--- src/rtl/spmv_csr_writer_pkg.sv ---
// Shared CSR layout constants, state encoding and row_ptr helper for the SpMV load/read blocks.
// Used by spmv_csr_writer and by the SRAM read path so both sides agree on the bank layout.
package spmv_pkg;

  localparam int N_ROWS   = 16;
  localparam int MAX_NNZ  = 64;
  localparam int DATA_W   = 16;
  localparam int ADDR_W   = 8;
  localparam int VAL_BASE = 0;
  localparam int RP_BASE  = 0;
  localparam int COL_BASE = 32;

  localparam int ROW_W      = 4;
  localparam int COL_W      = 4;
  localparam int K_W        = 8;
  localparam int CUR_W      = $clog2(N_ROWS + 1);
  localparam int RP_ENTRIES = N_ROWS + 1;

  typedef enum logic [2:0] {
    S_IDLE,
    S_RP0,
    S_STREAM,
    S_FLUSH,
    S_DONE
  } state_e;

  // row_ptr words never exceed the nonzero capacity, even if k has run past it
  function automatic logic [DATA_W-1:0] rp_value(input logic [K_W-1:0] k);
    return (k > K_W'(MAX_NNZ)) ? DATA_W'(MAX_NNZ) : DATA_W'(k);
  endfunction

endpackage

--- src/rtl/spmv_csr_writer_if.sv ---
// Row-major nonzero entry stream (row, col, value, last) with valid/ready handshake.
interface spmv_csr_writer_if;
  import spmv_pkg::*;

  logic              i_valid;
  logic              o_ready;
  logic [ROW_W-1:0]  i_row;
  logic [COL_W-1:0]  i_col;
  logic [DATA_W-1:0] i_val;
  logic              i_last;

  modport master (output i_valid, i_row, i_col, i_val, i_last, input o_ready);
  modport slave  (input i_valid, i_row, i_col, i_val, i_last, output o_ready);

endinterface

--- src/rtl/spmv_csr_writer_rowptr_gen.sv ---
// Owns cur_row and k; muxes the single SRAM B write port between row_ptr[0], col_idx and row_ptr advances.
// Writes are combinational in the requesting cycle; the caller guarantees at most one request per cycle.
module spmv_rowptr_gen
  import spmv_pkg::*;
(
  input  logic              i_clk,
  input  logic              i_rstn,
  input  logic              i_clear,
  input  logic              i_rp0_we,
  input  logic              i_col_we,
  input  logic [COL_W-1:0]  i_col,
  input  logic              i_adv,
  output logic [K_W-1:0]    o_k,
  output logic [CUR_W-1:0]  o_cur_row,
  output logic              o_we_B,
  output logic [ADDR_W-1:0] o_addr_B,
  output logic [DATA_W-1:0] o_wdata_B
);

  logic [K_W-1:0]   k_q, k_d;
  logic [CUR_W-1:0] cur_q, cur_d;

  always_ff @(posedge i_clk) begin
    if (!i_rstn) begin
      k_q   <= '0;
      cur_q <= '0;
    end else begin
      k_q   <= k_d;
      cur_q <= cur_d;
    end
  end

  always_comb begin
    k_d   = k_q;
    cur_d = cur_q;
    if (i_clear) begin
      k_d   = '0;
      cur_d = '0;
    end else begin
      if (i_col_we) k_d   = k_q + K_W'(1);
      if (i_adv)    cur_d = cur_q + CUR_W'(1);
    end
  end

  always_comb begin
    o_we_B    = 1'b0;
    o_addr_B  = '0;
    o_wdata_B = '0;
    if (i_rp0_we) begin
      o_we_B   = 1'b1;
      o_addr_B = ADDR_W'(RP_BASE);
    end else if (i_col_we) begin
      o_we_B    = 1'b1;
      o_addr_B  = ADDR_W'(COL_BASE) + ADDR_W'(k_q);
      o_wdata_B = DATA_W'(i_col);
    end else if (i_adv) begin
      // advancing past cur_row closes it: row_ptr[cur_row+1] = entries so far
      o_we_B    = 1'b1;
      o_addr_B  = ADDR_W'(RP_BASE) + ADDR_W'(cur_q) + ADDR_W'(1);
      o_wdata_B = rp_value(k_q);
    end
  end

  assign o_k       = k_q;
  assign o_cur_row = cur_q;

endmodule

--- src/rtl/spmv_csr_writer.sv ---
// Streams row-major nonzeros into SRAM A (values) and SRAM B (col_idx + row_ptr) in CSR layout.
// Same-cycle writes; o_ready drops for one cycle per row advance. SPMV_CSR_ORDER_CHECK_EN enables malformed-input dropping and o_error.
module spmv_csr_writer
  import spmv_pkg::*;
(
  input  logic               i_clk,
  input  logic               i_rstn,
  input  logic               i_start,
  spmv_csr_writer_if.slave   s_if,
  output logic               o_we_A,
  output logic [ADDR_W-1:0]  o_addr_A,
  output logic [DATA_W-1:0]  o_wdata_A,
  output logic               o_we_B,
  output logic [ADDR_W-1:0]  o_addr_B,
  output logic [DATA_W-1:0]  o_wdata_B,
  output logic               o_busy,
  output logic               o_done,
  output logic [7:0]         o_nnz,
  output logic               o_error
);

  state_e           state_q, state_d;
  logic [K_W-1:0]   nnz_q, nnz_d;
  logic [K_W-1:0]   k;
  logic [CUR_W-1:0] cur_row, row_ext;
  logic             clear, rp0_we, col_we, adv, ready;
  logic             row_ahead, entry_bad, err_set;

  always_comb begin
    row_ext = CUR_W'(s_if.i_row);
`ifdef SPMV_CSR_ORDER_CHECK_EN
    // an out-of-range row never advances; it is consumed as an error instead
    row_ahead = (row_ext > cur_row) && (row_ext < CUR_W'(N_ROWS));
    entry_bad = (row_ext < cur_row) || (row_ext >= CUR_W'(N_ROWS)) || (k == K_W'(MAX_NNZ));
`else
    row_ahead = (row_ext > cur_row);
    entry_bad = 1'b0;
`endif
  end

  always_ff @(posedge i_clk) begin
    if (!i_rstn) begin
      state_q <= S_IDLE;
      nnz_q   <= '0;
    end else begin
      state_q <= state_d;
      nnz_q   <= nnz_d;
    end
  end

  always_comb begin
    state_d = state_q;
    nnz_d   = nnz_q;
    clear   = 1'b0;
    rp0_we  = 1'b0;
    col_we  = 1'b0;
    adv     = 1'b0;
    ready   = 1'b0;
    err_set = 1'b0;
    case (state_q)
      S_IDLE: begin
        if (i_start) begin
          clear   = 1'b1;
          nnz_d   = '0;
          state_d = S_RP0;
        end
      end
      S_RP0: begin
        rp0_we  = 1'b1;
        state_d = S_STREAM;
      end
      S_STREAM: begin
        if (s_if.i_valid) begin
          if (row_ahead) begin
            adv = 1'b1;
          end else begin
            ready = 1'b1;
            if (entry_bad) err_set = 1'b1;
            else           col_we  = 1'b1;
            if (s_if.i_last) state_d = S_FLUSH;
          end
        end
      end
      S_FLUSH: begin
        adv = 1'b1;
        if (cur_row == CUR_W'(N_ROWS - 1)) begin
          nnz_d   = k;
          state_d = S_DONE;
        end
      end
      S_DONE:  state_d = S_IDLE;
      default: state_d = S_IDLE;
    endcase
    // nothing may reach the SRAMs while reset is being applied
    if (!i_rstn) begin
      rp0_we = 1'b0;
      col_we = 1'b0;
      adv    = 1'b0;
      ready  = 1'b0;
    end
  end

  spmv_rowptr_gen u_rowptr_gen (
    .i_clk     (i_clk),
    .i_rstn    (i_rstn),
    .i_clear   (clear),
    .i_rp0_we  (rp0_we),
    .i_col_we  (col_we),
    .i_col     (s_if.i_col),
    .i_adv     (adv),
    .o_k       (k),
    .o_cur_row (cur_row),
    .o_we_B    (o_we_B),
    .o_addr_B  (o_addr_B),
    .o_wdata_B (o_wdata_B)
  );

`ifdef SPMV_CSR_ORDER_CHECK_EN
  logic err_q;
  always_ff @(posedge i_clk) begin
    if (!i_rstn)                          err_q <= 1'b0;
    else if (clear)                       err_q <= 1'b0;
    else if (err_set)                     err_q <= 1'b1;
  end
  assign o_error = err_q;
`else
  assign o_error = 1'b0;
`endif

  assign s_if.o_ready = ready;
  assign o_we_A       = col_we;
  assign o_addr_A     = col_we ? (ADDR_W'(VAL_BASE) + ADDR_W'(k)) : '0;
  assign o_wdata_A    = col_we ? s_if.i_val : '0;
  assign o_busy       = i_rstn && (state_q != S_IDLE);
  assign o_done       = i_rstn && (state_q == S_DONE);
  assign o_nnz        = nnz_q;

endmodule

--- src/flat_wrapper.sv ---
// flat-port wrapper written by rule: the top's interface ports become plain ports
module spmv_csr_writer_flat import spmv_pkg::*;
  (i_clk, i_rstn, i_start, o_we_A, o_addr_A, o_wdata_A, o_we_B, o_addr_B, o_wdata_B, o_busy, o_done, o_nnz, o_error, s_if_i_valid, s_if_i_row, s_if_i_col, s_if_i_val, s_if_i_last, s_if_o_ready);
  spmv_csr_writer_if s_if_i ();
  input  logic i_clk;
  input  logic i_rstn;
  input  logic i_start;
  output logic o_we_A;
  output logic [ADDR_W-1:0] o_addr_A;
  output logic [DATA_W-1:0] o_wdata_A;
  output logic o_we_B;
  output logic [ADDR_W-1:0] o_addr_B;
  output logic [DATA_W-1:0] o_wdata_B;
  output logic o_busy;
  output logic o_done;
  output logic [7:0] o_nnz;
  output logic o_error;
  input wire logic [$bits(s_if_i.i_valid)-1:0] s_if_i_valid;
  input wire logic [$bits(s_if_i.i_row)-1:0] s_if_i_row;
  input wire logic [$bits(s_if_i.i_col)-1:0] s_if_i_col;
  input wire logic [$bits(s_if_i.i_val)-1:0] s_if_i_val;
  input wire logic [$bits(s_if_i.i_last)-1:0] s_if_i_last;
  output wire logic [$bits(s_if_i.o_ready)-1:0] s_if_o_ready;
  assign s_if_i.i_valid = s_if_i_valid;
  assign s_if_i.i_row = s_if_i_row;
  assign s_if_i.i_col = s_if_i_col;
  assign s_if_i.i_val = s_if_i_val;
  assign s_if_i.i_last = s_if_i_last;
  assign s_if_o_ready = s_if_i.o_ready;
  spmv_csr_writer u_core (.i_clk(i_clk), .i_rstn(i_rstn), .i_start(i_start), .s_if(s_if_i), .o_we_A(o_we_A), .o_addr_A(o_addr_A), .o_wdata_A(o_wdata_A), .o_we_B(o_we_B), .o_addr_B(o_addr_B), .o_wdata_B(o_wdata_B), .o_busy(o_busy), .o_done(o_done), .o_nnz(o_nnz), .o_error(o_error));
endmodule
--- config.mk ---
export PLATFORM = sky130hd
export DESIGN_NAME = spmv_csr_writer_flat
export DESIGN_NICKNAME = d
export VERILOG_FILES = /design/src/rtl/spmv_csr_writer_pkg.sv /design/src/rtl/spmv_csr_writer_if.sv /design/src/rtl/spmv_csr_writer_rowptr_gen.sv /design/src/rtl/spmv_csr_writer.sv /design/src/flat_wrapper.sv
export SDC_FILE = /design/constraint.sdc
export NUM_CORES = 1
export LEC_CHECK = 0
export CORE_MARGIN = 2
export CORE_UTILIZATION = 30
export CTS_CLUSTER_SIZE = 30
export DETAILED_ROUTE_END_ITERATION = 10
export GPL_TIMING_DRIVEN = 0
export MAX_ROUTING_LAYER = met4
export SYNTH_ARGS = -nofsm -noshare
export SYNTH_HDL_FRONTEND = slang
export SYNTH_SLANG_ARGS = --single-unit
--- constraint.sdc ---
create_clock -name i_clk -period 3.15 [get_ports i_clk]
set_clock_uncertainty 0.15 [all_clocks]
set_input_delay 0.315 -clock i_clk [delete_from_list [all_inputs] [get_ports i_clk]]
set_output_delay 0.315 -clock i_clk [all_outputs]
set_load 0.01 [all_outputs]
==> results.py <==
metrics = {
    "status": {
        "status": "finished clean",
    },
    "sta": {
        "maxSlewHeadroom_pct": 47.44,
        "max_freq_mhz": 326.7,
        "min_period_ps": 3061,
        "finalHoldViolations": 0,
        "finalSetupViolCount": 0,
        "rsz0062_at_grt": "false",
        "tightestPinTransition_ps": 784.8,
        "fin_crit_sh_pct": 97.18,
        "drv_slew": 0,
    },
    "die": {
        "die_w_um": 83.78,
        "coreArea_um2": 6241,
        "start_util_pct": 30.59,
        "fp.dieH_um": 83.78,
        "dieArea_um2": 7018,
        "pin_count": 91,
        "rows": 29,
    },
    "setup_path": {
        "cp-start-kind": "input port",
        "crit_path_end_kind": "output pin",
        "worstPathCellList": "clkdlybuf4s50_1 > ha_4 > nand3_2 > o221a_4 > o21a_1 > buf_2 > nor2_1 > clkdlybuf4s50_1",
        "cpMostUsedCell": "clkdlybuf4s50_1",
        "crit_slowest_cell": "clkdlybuf4s50_1",
        "max_stage_delay_ps": 550,
        "path_class": "in -> out",
        "arrival_ps": 2600,
        "critPathRequiredTime_ps": 2680,
        "crit_fanout": 10,
        "startpoint": "s_if_i_row[2]",
        "reg2reg_from": "u_core.u_rowptr_gen.o_cur_row[0]",
        "ff2ff_setup_slack_ps": 850,
    },
    "power_and_ir_drop": {
        "p_clk_share_pct": 30.7,
        "pwr-share-comb_pct": 24.6,
        "power_w": 0.0006939,
        "p_int_w": 0.0005058,
        "vdd_drop_max_uv": 187.9,
        "pwr-share-seq_pct": 44.7,
        "switchingPower_w": 0.0001881,
        "power_density_nw_per_um2": 226.8,
        "power.leakage_nw": 1.642,
        "swShare_pct": 27.10,
    },
    "placement": {
        "place_hpwl_um": 4229,
        "gp_congestion": 0.7980,
        "port_buffers": 80,
    },
    "clock_network": {
        "clockBufferDepth": 2,
        "cts_tree": "done",
        "clkLatencyLatePin_ps": 270,
        "cts_hold_buffers": 0,
        "cts-root-buf": "clkbuf_8",
        "cts-buffers-inserted": 3,
        "htree_levels": 1,
        "clkSinkCount": 24,
        "clk_pin_slew_ps": 90,
    },
    "run": {
        "maxCapViolCount": 0,
    },
    "routing": {
        "first_pass_iters": 4,
        "wirelength_um": 5600,
        "avgRoutedWirePerCell_um": 13.83,
        "drt_first_iter_violations": 73,
        "drc": 0,
        "vias": 1977,
        "drtAntennaViolNets": 0,
        "vias_per_cell": 4.881,
    },
    "final_layout": {
        "final_common_cell": "clkdlybuf4s50_1",
        "fin_util_pct": 49.02,
        "final_cell_mix": "clkdlybuf4s50_1 (49), and2_1 (25), dlymetal6s2s_1 (23)",
        "drive_gt1_share_pct": 13.41,
        "synthToLayoutAreaGrowth_pct": 60.22,
        "finalNetCount": 367,
        "antenna_cells": 0,
    },
    "min_path": {
        "hp-start": "u_core.u_rowptr_gen.o_cur_row[2]",
        "hold_path.class": "reg -> reg",
    },
    "logic_synthesis": {
        "syn_inst": 233,
        "ys_warn_count": 0,
        "synth_edf_count": 0,
        "syn_avg_cell_area_um2": 8.195,
        "synth.yosys.seq_area_share_pct": 25.16,
        "synth_seq_cells": 24,
        "syn_area_um2": 1909,
        "ys_types": 51,
        "synthArstFlopShare_pct": 0,
        "synth_ff_type": "dfxtp_1",
    },
    "global_route": {
        "grt_pass1_vias": 1862,
        "grt_overflow_total": 0,
        "track_usage_pct": 16.29,
        "grt_first_pass_wirelength_um": 9418,
        "antenna_found_initial": 0,
        "grt_max_degree": 14,
    },
}
==> cell families after synthesis <==
family	after synthesis	share of synthesized area (%)
buffers and inverters	38	11.60
DFF	24	25.16
muxes	15	7.863
adders and majority gates	9	5.898
xor gates and xnor gates	3	1.376
and+or+nand+nor	100	29.36
other	1	0.1964
AOI/OAI and AO/OA	43	18.55
==> timing repair <==
action	4_1_cts	5_1_grt
setup buffers	3	0
resized for setup	22	28
pin swaps	2	3
setup endpoints to repair	41	26
==> worst paths after layout <==
kind                                      endpoint  cells after the start
setup / recovery                      o_wdata_B[6]                      8
hold / removal    u_core.u_rowptr_gen.o_cur_row[2]                      1
setup reg to reg                   u_core.o_nnz[7]                      9
hold reg to reg   u_core.u_rowptr_gen.o_cur_row[2]                      1
==> state kept, by name (all words and copies together) (netlist names) <==
name / flops
u_core.o_nnz: 8
u_core.state_q: 3
u_core.u_rowptr_gen.o_cur_row: 5
u_core.u_rowptr_gen.o_k: 8
==> layout make-up <==
| cell class | instances | area [µm²] |
|---|---|---|
| Timing Repair Buffer | 83 | 874.6 |
| Clock buffer | 4 | 55.05 |
| Tap cell | 77 | 96.34 |
| Multi-Input combinational cell | 180 | 1329 |
| Sequential cell | 24 | 486.7 |
| Inverter | 14 | 55.05 |
| Buffer | 23 | 162.7 |
| Fill cell | 643 | 3182 |
==> power groups by stage <==
stage	sequential (W)	clock (W)	combinational (W)
global placement	0.000318	0	0.000154
finish	0.000310	0.000213	0.000171
detailed placement	0.000318	0	0.000155
global route	0.000311	0.000234	0.000187
CTS	0.000310	0.000219	0.000167
floorplan	0.000317	0	0.0000899
==> routing by layer <==
metal / GRT usage [%] / wire length (µm) / vias to the layer above
li1: - / - / 997
met4: 0.8798 / 0 / 0
met1: 23.57 / 2648 / 925
met2: 25.24 / 2668 / 55
met5: - / 0 / -
met3: 2.572 / 283 / 0
==> critical path, delay by kind of cell <==
family,cells,cell delay (ps)
AND/OR/NAND/NOR,2,240
buffers and inverters,3,1190
AO/OA/AOI/OAI,2,510
adder cells (fa/ha/maj),1,330
==> synth_stat cells, types with 6 or more instances <==
cell type,n,area [µm²]
nand3_1,10,50.05
dfxtp_1,24,480.5
nor2_1,13,48.80
inv_1,13,48.80
buf_4,13,97.59
nand2_1,18,67.56
ha_1,9,112.6
and2_1,25,156.4
mux2i_1,15,150.1
a21oi_1,6,30.03
and3_1,7,43.79
==> stage by stage <==
step / hold WS, ps / setup TNS [ps] / setup WS [ps] / cells / cell area [µm²]
after floorplan: 318.1 / 0 / 614.1 / 242 / 1943
after global placement: 334.1 / -8127 / -338.9 / 399 / 2840
after detailed placement: 333.2 / -8535 / -345.5 / 399 / 2840
after CTS: 339.0 / 0 / 17.42 / 405 / 2975
after global routing: 366.3 / 0 / 21.66 / 405 / 3059
final: 337.4 / 0 / 88.86 / 405 / 3059
(Power assumes the default switching activity.)
